## config.mk

```make
export PLATFORM = sky130hd
export DESIGN_NAME = adf4159_load_sched
export DESIGN_NICKNAME = d
export VERILOG_FILES = /design/src/rtl/adf4159_load_sched.sv
export SDC_FILE = /design/constraint.sdc
export NUM_CORES = 1
export LEC_CHECK = 0
export ABC_AREA = 1
export BUFFER_PORTS_ARGS = -buffer_cell sky130_fd_sc_hd__buf_2
export CAP_MARGIN = 5
export CELL_PAD_IN_SITES_DETAIL_PLACEMENT = 1
export CELL_PAD_IN_SITES_GLOBAL_PLACEMENT = 1
export CORE_ASPECT_RATIO = 0.9
export CORE_UTILIZATION = 42
export CTS_BUF_LIST = sky130_fd_sc_hd__clkbuf_2
export CTS_CLUSTER_DIAMETER = 120
export DETAILED_ROUTE_END_ITERATION = 8
export HOLD_SLACK_MARGIN = 0.08
export PLACE_DENSITY = 0.88
export SLEW_MARGIN = 0
export SYNTH_ARGS = -nofsm -noshare
export SYNTH_HDL_FRONTEND = slang
export SYNTH_SLANG_ARGS = --single-unit
```

## constraint.sdc

```tcl
create_clock -name clk -period 1.6 [get_ports clk]
set_input_delay 0.32 -clock clk [delete_from_list [all_inputs] [get_ports clk]]
set_output_delay 0.32 -clock clk [all_outputs]
set_load 0.05 [all_outputs]
```

## src/rtl/adf4159_load_sched.sv

```systemverilog
// adf4159_load_sched
// Turns the TX/RX frequency triggers into per-channel load requests for the
// ADF4159 synthesizers. Each channel runs its own load/busy handshake, keeps
// at most one queued load, and flags a missing busy acknowledge.
// Optional feature macro: ADF4159_LOAD_STAGGER_EN. When it is defined, at most
// one channel starts a load per cycle, chosen round-robin.
module adf4159_load_sched #(
  parameter int CH_NUM         = 6,
  parameter int TIMEOUT_CYCLES = 1024
) (
  input  logic              clk,
  input  logic              rst,
  input  logic              trig_tx,
  input  logic              trig_rx,
  input  logic [CH_NUM-1:0] tx_mask,
  input  logic [CH_NUM-1:0] rx_mask,
  input  logic [CH_NUM-1:0] busy,
  input  logic              err_clr,
  output logic [CH_NUM-1:0] load,
  output logic [CH_NUM-1:0] pending,
  output logic [CH_NUM-1:0] active,
  output logic [CH_NUM-1:0] timeout_err
);

  typedef enum logic [1:0] {
    ST_IDLE = 2'd0,
    ST_WAIT = 2'd1,
    ST_ACK  = 2'd2
  } state_t;

  // Last counter value before an unacknowledged load is abandoned.
  localparam logic [15:0] TMO_LAST = 16'(TIMEOUT_CYCLES - 1);

  // Trigger synchronizers plus one history flop each.
  logic tx_s1_q, tx_s1_d, tx_s2_q, tx_s2_d, tx_hist_q, tx_hist_d;
  logic rx_s1_q, rx_s1_d, rx_s2_q, rx_s2_d, rx_hist_q, rx_hist_d;
  logic tx_edge_s, rx_edge_s;
  logic [CH_NUM-1:0] req_s;

  // Per-channel state.
  state_t      state_q [CH_NUM];
  state_t      state_d [CH_NUM];
  logic [15:0] cnt_q   [CH_NUM];
  logic [15:0] cnt_d   [CH_NUM];

  logic [CH_NUM-1:0] load_q, load_d;
  logic [CH_NUM-1:0] pending_q, pending_d;
  logic [CH_NUM-1:0] active_q, active_d;
  logic [CH_NUM-1:0] err_q, err_d;

  // Channels allowed to enter ACK this cycle, and those given the go-ahead.
  logic [CH_NUM-1:0] ready_s;
  logic [CH_NUM-1:0] grant_s;

  // Shift triggers through the synchronizer and derive the request set.
  always_comb begin
    tx_s1_d   = trig_tx;
    tx_s2_d   = tx_s1_q;
    tx_hist_d = tx_s2_q;
    rx_s1_d   = trig_rx;
    rx_s2_d   = rx_s1_q;
    rx_hist_d = rx_s2_q;
    tx_edge_s = tx_s2_q & ~tx_hist_q;
    rx_edge_s = rx_s2_q & ~rx_hist_q;
    req_s     = ({CH_NUM{tx_edge_s}} & tx_mask) | ({CH_NUM{rx_edge_s}} & rx_mask);
  end

  // A channel is ready to start a load when it has work and busy is low.
  always_comb begin
    ready_s = {CH_NUM{1'b0}};
    for (int i = 0; i < CH_NUM; i++) begin
      case (state_q[i])
        ST_IDLE: ready_s[i] = pending_q[i] & ~busy[i];
        ST_WAIT: ready_s[i] = ~busy[i];
        default: ready_s[i] = 1'b0;
      endcase
    end
  end

`ifdef ADF4159_LOAD_STAGGER_EN
  localparam int PTR_W = (CH_NUM > 1) ? $clog2(CH_NUM) : 1;
  localparam logic [PTR_W-1:0] PTR_LAST = PTR_W'(CH_NUM - 1);

  logic [PTR_W-1:0] rr_ptr_q, rr_ptr_d;

  // Grant the first ready channel at or after the pointer; pointer moves past it.
  always_comb begin
    logic             found;
    logic [PTR_W-1:0] idx;
    grant_s  = {CH_NUM{1'b0}};
    rr_ptr_d = rr_ptr_q;
    found    = 1'b0;
    idx      = {PTR_W{1'b0}};
    for (int k = 0; k < CH_NUM; k++) begin
      idx = PTR_W'((int'(rr_ptr_q) + k) % CH_NUM);
      if (!found && ready_s[idx]) begin
        found        = 1'b1;
        grant_s[idx] = 1'b1;
        rr_ptr_d     = (idx == PTR_LAST) ? {PTR_W{1'b0}} : (idx + PTR_W'(1));
      end else begin
        found = found;
      end
    end
  end

  // Round-robin pointer register; starts at channel 0.
  always_ff @(posedge clk or negedge rst) begin
    if (!rst) begin
      rr_ptr_q <= {PTR_W{1'b0}};
    end else begin
      rr_ptr_q <= rr_ptr_d;
    end
  end
`else
  // Every ready channel starts its load in the same cycle.
  always_comb begin
    grant_s = ready_s;
  end
`endif

  // Per-channel handshake FSM next state plus pending/error/active updates.
  always_comb begin
    logic [CH_NUM-1:0] start_v;
    logic [CH_NUM-1:0] tmo_v;
    start_v = {CH_NUM{1'b0}};
    tmo_v   = {CH_NUM{1'b0}};
    load_d  = load_q;
    for (int i = 0; i < CH_NUM; i++) begin
      state_d[i] = state_q[i];
      cnt_d[i]   = cnt_q[i];
      case (state_q[i])
        ST_IDLE: begin
          if (pending_q[i] && grant_s[i]) begin
            state_d[i] = ST_ACK;
            load_d[i]  = 1'b1;
            cnt_d[i]   = 16'd0;
            start_v[i] = 1'b1;
          end else if (pending_q[i] && busy[i]) begin
            state_d[i] = ST_WAIT;
            load_d[i]  = 1'b0;
          end else begin
            state_d[i] = ST_IDLE;
            load_d[i]  = 1'b0;
          end
        end
        ST_WAIT: begin
          if (grant_s[i]) begin
            state_d[i] = ST_ACK;
            load_d[i]  = 1'b1;
            cnt_d[i]   = 16'd0;
            start_v[i] = 1'b1;
          end else begin
            state_d[i] = ST_WAIT;
            load_d[i]  = 1'b0;
          end
        end
        ST_ACK: begin
          if (busy[i]) begin
            state_d[i] = ST_IDLE;
            load_d[i]  = 1'b0;
          end else if (cnt_q[i] == TMO_LAST) begin
            state_d[i] = ST_IDLE;
            load_d[i]  = 1'b0;
            tmo_v[i]   = 1'b1;
          end else begin
            state_d[i] = ST_ACK;
            load_d[i]  = 1'b1;
            cnt_d[i]   = cnt_q[i] + 16'd1;
          end
        end
        default: begin
          state_d[i] = ST_IDLE;
          load_d[i]  = 1'b0;
          cnt_d[i]   = 16'd0;
        end
      endcase
    end

    // A request in the start cycle re-arms pending for one more load.
    pending_d = (pending_q & ~start_v) | req_s;

    // A timeout in the same cycle as err_clr still leaves the flag set.
    if (err_clr) begin
      err_d = tmo_v;
    end else begin
      err_d = err_q | tmo_v;
    end

    for (int i = 0; i < CH_NUM; i++) begin
      active_d[i] = (state_d[i] == ST_WAIT) || (state_d[i] == ST_ACK);
    end
  end

  // Register synchronizers, channel FSMs and all outputs.
  always_ff @(posedge clk or negedge rst) begin
    if (!rst) begin
      tx_s1_q   <= 1'b1;
      tx_s2_q   <= 1'b1;
      tx_hist_q <= 1'b1;
      rx_s1_q   <= 1'b1;
      rx_s2_q   <= 1'b1;
      rx_hist_q <= 1'b1;
      load_q    <= {CH_NUM{1'b0}};
      pending_q <= {CH_NUM{1'b0}};
      active_q  <= {CH_NUM{1'b0}};
      err_q     <= {CH_NUM{1'b0}};
      for (int i = 0; i < CH_NUM; i++) begin
        state_q[i] <= ST_IDLE;
        cnt_q[i]   <= 16'd0;
      end
    end else begin
      tx_s1_q   <= tx_s1_d;
      tx_s2_q   <= tx_s2_d;
      tx_hist_q <= tx_hist_d;
      rx_s1_q   <= rx_s1_d;
      rx_s2_q   <= rx_s2_d;
      rx_hist_q <= rx_hist_d;
      load_q    <= load_d;
      pending_q <= pending_d;
      active_q  <= active_d;
      err_q     <= err_d;
      for (int i = 0; i < CH_NUM; i++) begin
        state_q[i] <= state_d[i];
        cnt_q[i]   <= cnt_d[i];
      end
    end
  end

  assign load        = load_q;
  assign pending     = pending_q;
  assign active      = active_q;
  assign timeout_err = err_q;

endmodule
```

==> impl_results.md <==
* Status: finished with violations
* Failing checks: negative setup slack
* Die W at 146.5 microns
* Share of the synthesized area in the top cell type at 39.96%
* Critical Path AT at 2.79 ns
* Distinct cells, synth at 27
* Most frequent cells in the layout: 263 x nand2_1, 129 x nand3_1, 127 x buf_4
* Synth Area per Inst at 7.040 sq um
* Initial antenna violation count at 3
* Period minus WS final at 2.030 ns
* GRT Total Usage at 33.99%
* Max Fclk at 492.5 MHz
* Clk sinks at 132
* Pre-CTS setup slack at -0.08322 ns
* FF/Latch Area at 0.003336 sq mm
* Remaining DRCs at 0
* Final setup margin at -0.4303 ns
* Pwr Density at 1278 mW/mm^2
* Synthesis-to-layout area growth at 47.49%
* Largest net degree at the start of global routing at 31
* Tightest Pin Transition at 0.6003 ns
* Number of port buffers at 46
* FF-to-FF setup slack at -0.43 ns
* First-pass GRT wire length at 51480 microns
* Nets at 1376
* Starting Density at 42.87%
* I/O pins at 47
* Cells after synthesis at 1121
* Top Family by Delay on Critical Path: simple AND/OR/NAND/NOR gates
* Total gr overflow at 0
* Worst vdd ir at 0.6746 mV
* Hold Path Stages at 2
* Post-Syn Area at 0.007891 sq mm
* Number of synthesis warnings at 0
* Worst hold slack at 0.07770 ns
* #FFs+latches synth at 132
* Tcrit/Tclk final at 126.9%
* CTS tree: done
* DR pass1 iterations at 8
* Crit-path max FO at 7
* Dpl hpwl at 17590 microns
* Top cells by area, synth: dfrtp_1 40%, nand2_1 16%, nand3_1 8.9%, o21ai_0 6.4%, inv_1 6.3%
* RSZ-0062 raised after global routing: true
* Most common cell after layout, fill and taps aside: nand2_1
* Die area at 0.01934 sq mm
* Static Leak at 5.440 nW
* DIE HEIGHT at 132.0 microns
* Via count at 10430
* Clk root buf: clkbuf_2
* Clk slew on worst S/H paths at 0.28 ns
* Final Hold Viols at 0
* Min-delay src: trig_tx
* Worst path max stage delay at 0.49 ns
* Vias per std cell at 6.482
* Crit Path Category: reg2reg
* # fillers at 2229
* Slew Limit Fails at 0
* Worst-Skew Late Latency at 0.87 ns
* Slew margin rel. at 59.98%
* Routability congestion estimate at 0.9022
* Worst R2R End: cnt_q[1]
* Syn_nets at 1150
* R2r startpoint: cnt_q[1]
* Synth area leader: dfrtp_1
* Post-place instance area at 0.008952 sq mm
* H-tree levels at 4
* CTS Buffer Depth at 2
* CP max-delay cell: dfrtp_1
* CP required at 2.36 ns
* Worst Hold Endpoint: tx_s1_q
* CP cell instances: ha_2 > nand3_2 > inv_2 > nand2_2 > inv_2 > nand3_2 > nand2_4 > clkbuf_16 > nand2_1 > o21ai_1
* Design area at 0.01164 sq mm
* Core Rows at 47
* Wire per inst at 28.22 microns
* R2R depth at 10
* Core area at 0.01841 sq mm
* Worst setup EP type: register
* Total Wirelength at 45410 microns
* TritonCTS Buffers at 17
* Buf/Inv on CP at 3
* Critical Path Start Type: register
* Vias in the first global route at 9643
* Final setup fails at 130
* Hold crit path type: in2reg
* Sequential share of the synthesized area at 41.95%
* Share of cells above drive strength 1 at 37.87%
* Area of the multi-input gates at 0.004865 sq mm
* ANT nets after route at 0
* Clock Skews at 0.06670 ns
* Max-cap check violation count at 0
* Number of DRC markers in iteration 0 at 1305
[per-layer routing]
layer | up-vias | wire length (microns) | GRT usage (%)
met5 | - | 23 | 0
met3 | 388 | 4614 | 7.232
met2 | 927 | 21070 | 56.83
met1 | 5048 | 15810 | 40.93
li1 | 4062 | - | -
met4 | 4 | 3904 | 18.58
[cells in the mapped netlist]
library cell  number
nor3_1             7
nand4_1           28
nor2_4             3
clkbuf_1           3
nand2_1          341
o21ai_0          101
nand2_2           10
inv_2              5
nor2_2             3
nand2_4            1
ha_1               6
o21bai_1          10
inv_1            132
dfstp_2            6
nor2_1           116
o22ai_1            7
dfrtp_1          126
buf_2              7
xor2_1            19
buf_4             10
buf_6              9
a21oi_1            1
or2_2             18
o21ai_2            2
nand3_1          140
nand3_2            6
nand3b_1           4
[timing repair]
action                                  in CTS  in global routing
gates cloned                                 8                 10
pin swaps                                   10                 42
hold buffers                                24                  0
buffers inserted                            23                 42
gates resized for setup                     95                358
endpoints found under the hold margin      174                  0
endpoints found under the setup margin      65                123
[layout make-up]
type,count,area share (%)
well taps,245,2.634
repair buffers,233,19.43
flip-flops and latches,132,28.66
multi-input cells,826,41.80
diodes,4,0.08600
inverters,137,4.784
clock buffers,19,0.8170
clock inverters,13,1.795
[metrics by stage]
step	TNS, ns	power [mW]	instances	utilization (%)
4_1_cts	-2.783	12.03	1555	55.28
2_1_floorplan	0	6.849	1121	-
3_5_place_dp	-0.3287	8.130	1468	48.64
3_3_place_gp	0	7.935	1468	48.64
6_report	-21.40	14.88	1609	63.23
5_1_grt	-26.97	15.12	1609	63.23
[where the power goes]
| part | internal, mW | total, mW | leakage (nW) | switching, mW |
|---|---|---|---|---|
| logic | 2.96 | 7.74 | 3.54 | 4.78 |
| clock network | 1.19 | 2.84 | 0.161 | 1.65 |
| registers | 3.78 | 4.29 | 1.74 | 0.511 |
| total | 7.94 | 14.9 | 5.44 | 6.94 |
[flip-flops by register name, indices dropped and copies added, names as in the netlist]
name,cells
active,6
load,6
rx_hist_q,1
pending,6
rx_s1_q,1
tx_s1_q,1
rx_hist_d,1
tx_hist_q,1
tx_hist_d,1
cnt_q,96
state_q,6
timeout_err,6
[worst max-delay path by stage]
stage	slack (ns)	start	to	cells after the start
after floorplan	0.01	pending[1]	cnt_q[68]	7
after global placement	0.03	cnt_q[21]	cnt_q[23]	9
after detailed placement	-0.08	cnt_q[21]	cnt_q[23]	9
after CTS	-0.18	pending[5]	pending[5]	1
after global routing	-0.40	cnt_q[1]	cnt_q[1]	10
final	-0.43	cnt_q[1]	cnt_q[1]	10
[logic make-up (layout without fill, tap and decap cells)]
| group | count (synthesis) | count (layout) | share of synthesized area [%] |
|---|---|---|---|
| compound gates | 121 | 121 | 8.197 |
| xor+xnor | 19 | 19 | 2.109 |
| other cells | 0 | 4 | 0 |
| fa+ha+maj | 6 | 6 | 0.9513 |
| flops | 132 | 132 | 41.95 |
| buf+inv | 166 | 402 | 9.339 |
| simple gates | 677 | 680 | 37.45 |
No activity file was read; power rests on OpenSTA's default activity.
